## src/rtl/tlul_pkg.sv

```systemverilog
// Minimal TL-UL type package: request/response structs and opcode encodings.
package tlul_pkg;

    localparam logic [2:0] PutFullData    = 3'h0;
    localparam logic [2:0] PutPartialData = 3'h1;
    localparam logic [2:0] Get            = 3'h4;
    localparam logic [2:0] AccessAck      = 3'h0;
    localparam logic [2:0] AccessAckData  = 3'h1;

    typedef struct packed {
        logic        a_valid;
        logic [2:0]  a_opcode;
        logic [2:0]  a_param;
        logic [1:0]  a_size;
        logic [7:0]  a_source;
        logic [31:0] a_address;
        logic [3:0]  a_mask;
        logic [31:0] a_data;
        logic        d_ready;
    } tl_h2d_t;

    typedef struct packed {
        logic        d_valid;
        logic [2:0]  d_opcode;
        logic [2:0]  d_param;
        logic [1:0]  d_size;
        logic [7:0]  d_source;
        logic        d_sink;
        logic [31:0] d_data;
        logic        d_error;
        logic        a_ready;
    } tl_d2h_t;

endpackage

```

## src/rtl/peri_gpio_tlul.sv

```systemverilog
// TL-UL GPIO peripheral: data out / output enable / masked writes and synchronised input readback.
// Optional edge interrupt (INTR_STATE, INTR_ENABLE, intr_o) is built only with GPIO_INTR_EN defined.
module peri_gpio_tlul
    import tlul_pkg::*;
#(
    parameter int unsigned SyncStages = 2,
    parameter logic [31:0] DataOutRst = 32'h0,
    parameter logic [31:0] OeRst      = 32'h0
) (
    input  logic        clk_i,
    input  logic        rst_ni,
    input  tl_h2d_t     tl_i,
    output tl_d2h_t     tl_o,
    input  logic [31:0] gpio_i,
    output logic [31:0] gpio_o,
    output logic [31:0] gpio_en_o
`ifdef GPIO_INTR_EN
    ,
    output logic        intr_o
`endif
);

    logic [SyncStages-1:0][31:0] sync_q;
    logic [31:0] data_in;
    logic [31:0] data_out_q, data_out_d;
    logic [31:0] oe_q, oe_d;

    logic        rsp_pend_q, rsp_pend_d;
    logic [2:0]  rsp_opcode_q, rsp_opcode_d;
    logic [1:0]  rsp_size_q, rsp_size_d;
    logic [7:0]  rsp_source_q, rsp_source_d;
    logic [31:0] rsp_data_q, rsp_data_d;
    logic        rsp_error_q, rsp_error_d;

    logic [11:0] addr;
    logic        is_get, is_put, accept;
    logic        err;
    logic [31:0] rd_data, wd, bmask;
    logic        wr_dout, wr_oe, wr_mlo, wr_mup;

    logic unused_tl;
    assign unused_tl = ^{tl_i.a_param, tl_i.a_address[31:12]};

    assign addr    = tl_i.a_address[11:0];
    assign wd      = tl_i.a_data;
    assign bmask   = {{8{tl_i.a_mask[3]}}, {8{tl_i.a_mask[2]}},
                      {8{tl_i.a_mask[1]}}, {8{tl_i.a_mask[0]}}};
    assign is_get  = (tl_i.a_opcode == Get);
    assign is_put  = (tl_i.a_opcode == PutFullData) || (tl_i.a_opcode == PutPartialData);
    assign accept  = tl_i.a_valid && !rsp_pend_q;
    assign data_in = sync_q[SyncStages-1];

`ifdef GPIO_INTR_EN
    logic [31:0] intr_state_q, intr_state_d;
    logic [31:0] intr_en_q, intr_en_d;
    logic [31:0] prev_in_q;
    logic        intr_q;
    logic        wr_istate, wr_ien;
`endif

    always_comb begin
        rd_data = '0;
        err     = 1'b0;
        wr_dout = 1'b0;
        wr_oe   = 1'b0;
        wr_mlo  = 1'b0;
        wr_mup  = 1'b0;
`ifdef GPIO_INTR_EN
        wr_istate = 1'b0;
        wr_ien    = 1'b0;
`endif
        if (!(is_get || is_put) || (addr[1:0] != 2'b00)) begin
            err = 1'b1;
        end else begin
            case (addr)
                12'h000: begin
                    rd_data = data_in;
                    err     = is_put;
                end
                12'h004: begin
                    rd_data = data_out_q;
                    wr_dout = is_put;
                end
                12'h008: begin
                    rd_data = oe_q;
                    wr_oe   = is_put;
                end
                12'h00c: begin
                    rd_data = {16'h0, data_out_q[15:0]};
                    if (is_put) begin
                        err    = (tl_i.a_mask != 4'hf);
                        wr_mlo = (tl_i.a_mask == 4'hf);
                    end
                end
                12'h010: begin
                    rd_data = {16'h0, data_out_q[31:16]};
                    if (is_put) begin
                        err    = (tl_i.a_mask != 4'hf);
                        wr_mup = (tl_i.a_mask == 4'hf);
                    end
                end
`ifdef GPIO_INTR_EN
                12'h014: begin
                    rd_data   = intr_state_q;
                    wr_istate = is_put;
                end
                12'h018: begin
                    rd_data = intr_en_q;
                    wr_ien  = is_put;
                end
`endif
                default: err = 1'b1;
            endcase
        end
    end

    always_comb begin
        data_out_d = data_out_q;
        oe_d       = oe_q;
        if (accept) begin
            if (wr_dout) data_out_d = (data_out_q & ~bmask) | (wd & bmask);
            if (wr_oe)   oe_d       = (oe_q & ~bmask) | (wd & bmask);
            // Upper half of the write word selects which lower-half bits take the new value.
            if (wr_mlo) begin
                data_out_d[15:0] = (data_out_q[15:0] & ~wd[31:16]) | (wd[15:0] & wd[31:16]);
            end
            if (wr_mup) begin
                data_out_d[31:16] = (data_out_q[31:16] & ~wd[31:16]) | (wd[15:0] & wd[31:16]);
            end
        end
    end

    always_comb begin
        rsp_pend_d   = rsp_pend_q;
        rsp_opcode_d = rsp_opcode_q;
        rsp_size_d   = rsp_size_q;
        rsp_source_d = rsp_source_q;
        rsp_data_d   = rsp_data_q;
        rsp_error_d  = rsp_error_q;
        if (accept) begin
            rsp_pend_d   = 1'b1;
            rsp_opcode_d = is_get ? AccessAckData : AccessAck;
            rsp_size_d   = tl_i.a_size;
            rsp_source_d = tl_i.a_source;
            rsp_data_d   = (is_get && !err) ? rd_data : 32'h0;
            rsp_error_d  = err;
        end else if (rsp_pend_q && tl_i.d_ready) begin
            rsp_pend_d = 1'b0;
        end
    end

    always_ff @(posedge clk_i or negedge rst_ni) begin
        if (!rst_ni) begin
            sync_q       <= '0;
            data_out_q   <= DataOutRst;
            oe_q         <= OeRst;
            rsp_pend_q   <= 1'b0;
            rsp_opcode_q <= 3'h0;
            rsp_size_q   <= 2'h0;
            rsp_source_q <= 8'h0;
            rsp_data_q   <= 32'h0;
            rsp_error_q  <= 1'b0;
        end else begin
            sync_q       <= {sync_q[SyncStages-2:0], gpio_i};
            data_out_q   <= data_out_d;
            oe_q         <= oe_d;
            rsp_pend_q   <= rsp_pend_d;
            rsp_opcode_q <= rsp_opcode_d;
            rsp_size_q   <= rsp_size_d;
            rsp_source_q <= rsp_source_d;
            rsp_data_q   <= rsp_data_d;
            rsp_error_q  <= rsp_error_d;
        end
    end

`ifdef GPIO_INTR_EN
    // Edge set is OR-ed in last so it wins over a same-cycle clear.
    always_comb begin
        intr_state_d = intr_state_q;
        intr_en_d    = intr_en_q;
        if (accept && wr_istate) intr_state_d = intr_state_q & ~(wd & bmask);
        if (accept && wr_ien)    intr_en_d    = (intr_en_q & ~bmask) | (wd & bmask);
        intr_state_d = intr_state_d | (data_in & ~prev_in_q);
    end

    always_ff @(posedge clk_i or negedge rst_ni) begin
        if (!rst_ni) begin
            intr_state_q <= '0;
            intr_en_q    <= '0;
            prev_in_q    <= '0;
            intr_q       <= 1'b0;
        end else begin
            intr_state_q <= intr_state_d;
            intr_en_q    <= intr_en_d;
            prev_in_q    <= data_in;
            intr_q       <= |(intr_state_q & intr_en_q);
        end
    end

    assign intr_o = intr_q;
`endif

    always_comb begin
        tl_o          = '0;
        tl_o.d_valid  = rsp_pend_q;
        tl_o.d_opcode = rsp_opcode_q;
        tl_o.d_size   = rsp_size_q;
        tl_o.d_source = rsp_source_q;
        tl_o.d_data   = rsp_data_q;
        tl_o.d_error  = rsp_error_q;
        tl_o.a_ready  = !rsp_pend_q;
    end

    assign gpio_o    = data_out_q;
    assign gpio_en_o = oe_q;

endmodule

```

## config.mk

```make
export PLATFORM = sky130hd
export DESIGN_NAME = peri_gpio_tlul
export DESIGN_NICKNAME = d
export VERILOG_FILES = /design/src/rtl/tlul_pkg.sv /design/src/rtl/peri_gpio_tlul.sv
export SDC_FILE = /design/constraint.sdc
export NUM_CORES = 1
export LEC_CHECK = 0
export BUFFER_PORTS_ARGS = -buffer_cell sky130_fd_sc_hd__buf_4
export CORE_ASPECT_RATIO = 1.4
export CORE_MARGIN = 2
export CORE_UTILIZATION = 30
export DETAILED_ROUTE_END_ITERATION = 16
export PLACE_DENSITY = 0.63
export SYNTH_ARGS = -nofsm -noshare
export SYNTH_HDL_FRONTEND = slang
export SYNTH_SLANG_ARGS = --single-unit
```

## constraint.sdc

```tcl
create_clock -name clk_i -period 5.7 [get_ports clk_i]
set_input_delay 0.855 -clock clk_i [delete_from_list [all_inputs] [get_ports clk_i]]
set_output_delay 0.855 -clock clk_i [all_outputs]
set_load 0.02 [all_outputs]
```

==> metrics.md, run 1 <==
| Metric | Value |
|---|---|
| Die H | 192 um |
| CTS Root Cell | clkbuf_16 |
| Setup Buffers After CTS | 0 |
| Total GRT Usage | 18.4% |
| Worst path required time | 6.03 ns |
| Post-route antenna net violation count | 0 |
| Min Clock Period, post-route | 3.26 ns |
| Synth Register Bits | 173 |
| # port buffers | 206 |
| Setup TNS | 0 ns |
| Critical-path maximum fanout | 74 |
| Worst Reg-to-Reg Cells | 5 |
| Total grt overflow | 0 |
| Xor and xnor fraction of the mapped netlist area | 0% |
| Endpoints failing hold | 0 |
| Drt pass-1 iters | 5 |
| Reg clk slew, reported paths | 0.07 ns |
| Commonest non-fill, non-tap cell in the layout | buf_4 |
| Starting DRT DRC Count | 443 |
| Main combinational cell family by area after synthesis | simple AND/OR/NAND/NOR gates |
| Number of synthesized flops with an enable pin | 0 |
| Async S/R FF share, synth | 100% |
| Final worst setup slack | 2.44 ns |
| Bufs and invs on worst path | 1 |
| # diodes | 0 |
| Share of cells above drive strength 1 | 33.2% |
| Routed wire length | 24.3 mm |
| Static leakage | 4.60 nW |
| Syn-to-layout area delta | 31.1% |
| DR vias | 6003 |
| CTS Buf Count | 17 |
| Detail Route met3 WL | 1.65 mm |
| Initial Util | 30.6% |
| Pre-CTS WS | 2.00 ns |
| Syn Inst Count | 670 |
| Commonest non-fill, non-tap cells in the layout | buf_4 (212), dfrtp_1 (173), nand2_1 (86), o21ai_0 (40), mux2i_1 (32) |
| Yosys warning count | 0 |
| Setup Viol. Count Final | 0 |
| Synth area leader | dfrtp_1 |
| Initial antenna violation count | 0 |
| Die X | 138 um |
| Slew margin rel. | 30.6% |
| Worst path max stage delay | 0.94 ns |
| Row count | 68 |
| Tcrit/Tclk final | 57.1% |
| DR WL met2 | 11.7 mm |
| Largest cells by area after synthesis | dfrtp_1 (57%), mux2_2 (4.3%), nand2_1 (4.3%) |
| Clock sink count | 173 |
| Hold path depth | 0 |
| Largest net degree at the start of global routing | 125 |
| Routed len/inst | 20.5 um |
| Post-Syn Area | 7580 sq um |
| F_max | 307 MHz |
| Number of global-route vias before repair | 6012 |
| Clock buffer depth | 2 |
| I/O Pins | 236 |
| Die area | 26600 sq um |
| CP Capture Type | flip-flop |
| HPWL Detailed | 17.0 mm |
| Slowest CP cell | or4_1 |
| RSZ-0062 raised after global routing | false |
| WP data arrival | 3.59 ns |
| Reg2reg start | rsp_pend_q |
| Synth Area in Adders | 0% |
| CP cell instances | buf_4, nand4bb_1, or4_1, a2bb2oi_1, a211oi_1 |
| Syn avg cell area | 11.3 sq um |
| DR DRC count | 0 |
| Met1 WL | 10.1 mm |
| Number of gates resized after cts | 0 |
| CP startpoint kind | input pin |
| Tightest Pin Transition | 1.04 ns |
| Max Used Layer | met4 |
| Cts-stage hold buffer count | 0 |
| Final Max Slew Viols | 0 |
| Vias/cell | 5.07 |
| Sequential-to-total area share from yosys stat | 57.1% |
| Hold Path Sink | data_in[10] |
| Synth top area share | 57.1% |
| Flop-to-flop setup slack | 2.97 ns |
| Power Density | 269 nW/um^2 |
| Unique masters post-synth | 42 |
| Core ar. | 24800 sq um |
| Worst skew pair latency | 0.44 ns |
| Util after Layout | 40.2% |
| Ys flop type | dfrtp_1 |
| Top delay family on crit path | simple AND/OR/NAND/NOR gates |
| GPL Wtd Cong | 0.820 |
| Fin nets | 975 |
| Multiplexer share of the synthesized area | 11.4% |
| Hold Crit Class | flip-flop to flip-flop |
| Peak VDD IR | 215 uV |
| Simple-gate portion of the synthesized area | 16.0% |
| CTS tree | yes |
| Min-delay src | sync_q[10] |
| Max cap viols | 0 |
| Htree depth | 4 |
| First-pass GRT wire length | 37.1 mm |
| Worst Skew | 0.00916 ns |
| CP Class | input pin to flip-flop |
| Synth Area in Compound Gates | 11.1% |
| Outcome | finished clean |
[power by group]
part           switching [mW]  leakage (nW)  internal (mW)
sequential             0.0151          2.25           1.27
clock                   0.508         0.263          0.629
combinational           0.158          2.09          0.100
[synthesized netlist by cell type (4+ instances only)]
cell type and n:
a211oi_1 16, a22oi_1 16, a21oi_1 17, mux2_1 19, buf_2 5, o21ai_0 40, o211ai_1 12, o22ai_1 17
nand3b_1 12, nand2_1 87, nand2b_1 6, nor4_1 5, nor4_4 7, nor2b_1 14, mux2i_1 32, nor2_1 18
nand4_1 16, inv_1 22, o311ai_1 4, dfrtp_1 173, nand3_1 8, mux2_2 29, clkbuf_1 36, nor4b_1 12
buf_4 8, o21ai_1 10
[cells by family after synthesis]
kind of cell / count (synthesis)
other cells: 1
buf+inv: 74
compound gates: 136
mux: 80
flops: 173
simple gates: 206
[how the worst max path moves through the flow]
stage / startpoint / to / slack [ns] / cells after the start
floorplan: tl_i[46] / flip-flop / 2.88 / 7
global placement: tl_i[39] / flip-flop / 2.05 / 5
detailed placement: tl_i[39] / flip-flop / 2.00 / 5
CTS: tl_i[39] / flip-flop / 2.45 / 5
global route: tl_i[39] / flip-flop / 2.33 / 5
finish: tl_i[39] / flip-flop / 2.44 / 5
[metal layers]
metal | vias to the layer above | GRT usage, %
met4 | 0 | 7.69
met1 | 2941 | 23.2
met3 | 45 | 5.06
met2 | 262 | 30.0
li1 | 2755 | -
met5 | - | 0
[area by class of cell]
class / instances / area (sq um)
Inverter: 22 / 82.6
Fill cell: 2411 / 14800
Clock buffer: 21 / 460
Multi-Input combinational cell: 428 / 2960
Timing Repair Buffer: 213 / 1610
Clock inverter: 11 / 108
Sequential cell: 173 / 4330
Tap cell: 315 / 394
[through the flow]
step	hold slack, ns	std cells	instance area, sq um	total power [mW]
after floorplan	0.331	675	7600	1.42
after global placement	0.333	1151	9370	1.56
after detailed placement	0.335	1151	9370	1.57
after CTS	0.350	1183	9940	2.71
after global routing	0.346	1183	9940	2.79
final	0.345	1183	9940	2.68
Note: power is estimated with default switching activity, not from simulation.
==> run 2: changes to the inputs <==
==> constraint.sdc (replaced) <==
create_clock -name clk_i -period 3.2 [get_ports clk_i]
set_input_delay 0.48 -clock clk_i [delete_from_list [all_inputs] [get_ports clk_i]]
set_output_delay 0.48 -clock clk_i [all_outputs]
set_load 0.02 [all_outputs]
==> run 2 against run 1 <==
Hold slack got worse by 0.29 ns. Flip-flop and latch count unchanged. Cell count is 1.4% higher. Register-to-register slack got worse by 2.1 ns. First-iteration DRC count shrank 14%. Global-route usage is essentially flat. Design area rose by 1.7%. Clock skew shrank 0.0015 ns. Setup slack worse by 1.6 ns. Non-clock buffer count up 16. Sequential share of layout area decreased by 0.75 points. Highest routed layer unchanged.
==> metrics.md, run 2 (synthesis gave the netlist of run 1 again) <==
| Metric | Value |
|---|---|
| Syn-to-layout area delta | 33.4% (was 31.1%) |
| Max cap viols | 0 (unchanged) |
| CP startpoint kind | flip-flop (was input pin) |
| Fill cell instance count of the final layout | 2414 (was 2411) |
| Number of global-route vias before repair | 6033 (was 6012) |
| Worst Reg-to-Reg Cells | 4 (was 5) |
| Reg clk slew, reported paths | 0.06 ns (was 0.07 ns) |
| Flop-to-flop setup slack | 0.89 ns (was 2.97 ns) |
| DR vias | 6072 (was 6003) |
| Die X | 138 um (unchanged) |
| Core ar. | 24800 sq um (unchanged) |
| RSZ-0062 raised after global routing | false (unchanged) |
| Endpoints failing hold | 0 (unchanged) |
| GPL Wtd Cong | 0.837 (was 0.820) |
| Htree depth | 4 (unchanged) |
| Drt pass-1 iters | 5 (unchanged) |
| Setup Buffers After CTS | 0 (unchanged) |
| First-pass GRT wire length | 37.0 mm (was 37.1 mm) |
| Tightest Pin Transition | 0.988 ns (was 1.04 ns) |
| CTS tree | yes (unchanged) |
| HPWL Detailed | 17.6 mm (was 17.0 mm) |
| Share of cells above drive strength 1 | 34.4% (was 33.2%) |
| Clock power share | 44.2% (was 42.5%) |
| Setup Viol. Count Final | 0 (unchanged) |
| Total GRT Usage | 18.4% (about the same) |
| Initial Util | 30.6% (unchanged) |
| Largest net degree at the start of global routing | 80 (was 125) |
| Hold Crit Class | input pin to async pin (was flip-flop to flip-flop) |
| WP data arrival | 2.64 ns (was 3.59 ns) |
| CTS Buf Count | 17 (unchanged) |
| Placed Cells | 1167 (was 1151) |
| I/O Pins | 236 (unchanged) |
| Clock buffer depth | 2 (unchanged) |
| Routed wire length | 24.3 mm (about the same) |
| Die H | 192 um (unchanged) |
| Initial antenna violation count | 1 (was 0) |
| Min Clock Period, post-route | 2.31 ns |
| Comb pwr share | 9.5% (was 9.7%) |
| CTS Root Cell | clkbuf_16 (unchanged) |
| Fin Hold WS | 0.0575 ns (was 0.345 ns) |
| Switching share of power | 24.5% (was 25.5%) |
| Multi-input logic area | 2960 sq um (unchanged) |
| # port buffers | 206 (unchanged) |
| Commonest non-fill, non-tap cell in the layout | buf_4 (unchanged) |
| Power Density | 487 nW/um^2 (was 269 nW/um^2) |
| Commonest non-fill, non-tap cells in the layout | buf_4 (228), dfrtp_1 (173), nand2_1 (86), o21ai_0 (40), mux2i_1 (32) (was buf_4 (212), dfrtp_1 (173), nand2_1 (86), o21ai_0 (40), mux2i_1 (32)) |
| Worst Skew | 0.00763 ns (was 0.00916 ns) |
| CP Capture Type | flip-flop (unchanged) |
| DR DRC count | 0 (unchanged) |
| Vias/cell | 5.06 (was 5.07) |
| Final Max Slew Viols | 0 (unchanged) |
| CP Class | flip-flop to flip-flop (was input pin to flip-flop) |
| Critical-path maximum fanout | 8 (was 74) |
| Total grt overflow | 0 (unchanged) |
| Worst path required time | 3.53 ns (was 6.03 ns) |
| Number of gates resized after cts | 0 (unchanged) |
| Clock sink count | 173 (unchanged) |
| CP cell instances | nand4bb_1, or4_1, a2bb2oi_1, a211oi_1 (was buf_4, nand4bb_1, or4_1, a2bb2oi_1, a211oi_1) |
| Reg2reg start | rsp_pend_q (unchanged) |
| Die area | 26600 sq um (unchanged) |
| Setup TNS | 0 ns (unchanged) |
| Pint | 3.72 mW (was 2.00 mW) |
| Tcrit/Tclk final | 72.2% |
| Worst skew pair latency | 0.43 ns (was 0.44 ns) |
| Flop pwr share | 46.3% (was 47.9%) |
| Routed len/inst | 20.2 um (was 20.5 um) |
| Net Sw Power | 1.21 mW (was 0.682 mW) |
| Worst path max stage delay | 0.74 ns (was 0.94 ns) |
| Slew margin rel. | 33.9% (was 30.6%) |
| Crit path from | rsp_pend_q (was tl_i[39]) |
| Static leakage | 4.71 nW (was 4.60 nW) |
| Outcome | finished clean (unchanged) |
| Reg area | 4330 sq um (unchanged) |
| Slowest CP cell | or4_1 (unchanged) |
| Cts-stage hold buffer count | 0 (unchanged) |
| Post-route antenna net violation count | 0 (unchanged) |
| Row count | 68 (unchanged) |
| Non-Filler Instances | 1200 (was 1183) |
| Starting DRT DRC Count | 383 (was 443) |
| Peak VDD IR | 363 uV (was 215 uV) |
| F_max | 433 MHz |
| Fin nets | 991 (was 975) |
-- run 2: cell types whose count changed in the layout (fill, tap and decap cells not counted), sizes merged --
cell      change
buf          +16
clkinvlp      -4
inv           -1
bufinv        +2
diode         +1
clkinv        +3
-- run 2: how the worst max path moves through the flow --
stage          slack [ns]  cells past startpoint   endpoint
6_report             0.89                      4  flip-flop
4_1_cts              0.87                      4  flip-flop
5_1_grt              0.73                      6  flip-flop
2_1_floorplan        0.76                      7  flip-flop
3_5_place_dp         0.50                      5  flip-flop
3_3_place_gp         0.50                      6  flip-flop
-- run 2: final cells by class --
class,instances,share of cell area [%]
Sequential cell,173,42.8
Timing Repair Buffer,229,17.1
Clock buffer,21,4.55
Antenna cell,1,0.0247
Tap cell,315,3.90
Clock inverter,11,1.57
Inverter,22,0.816
Multi-Input combinational cell,428,29.3
-- run 2: routing by layer --
| metal | global-route usage, % | up-vias | wire (um) | share of wire (%) |
|---|---|---|---|---|
| li1 | - | 2793 | - | - |
| met1 | 23.2 | 2992 | 9950 | 41 |
| met2 | 30.2 | 246 | 12000 | 50 |
| met3 | 4.14 | 41 | 1460 | 6.0 |
| met4 | 8.48 | 0 | 827 | 3.4 |
| met5 | 0 | - | 0 | 0 |
-- run 2: through the flow --
stage / utilization (%) / area (sq um) / setup slack [ns] / power [mW]
finish: 40.9 / 10100 / 0.889 / 4.93
global route: 40.9 / 10100 / 0.725 / 5.13
CTS: 40.8 / 10100 / 0.868 / 4.99
detailed placement: 38.3 / 9490 / 0.503 / 2.80
floorplan: - / 7600 / 0.756 / 2.53
global placement: 38.3 / 9490 / 0.505 / 2.79
-- run 2: power groups by stage --
stage | Clock [mW] | Sequential (mW) | Combinational (mW)
finish | 2.18 | 2.28 | 0.468
global route | 2.33 | 2.29 | 0.512
CTS | 2.23 | 2.28 | 0.473
detailed placement | 0 | 2.33 | 0.473
global placement | 0 | 2.32 | 0.467
floorplan | 0 | 2.35 | 0.173
-- run 2: worst max-delay path: cells and delay by family, from the launching register on --
kind | cells | cell delay (ns)
and+or+nand+nor | 2 | 1.12
DFF | 1 | 0.44
AOI/OAI and AO/OA | 2 | 0.64
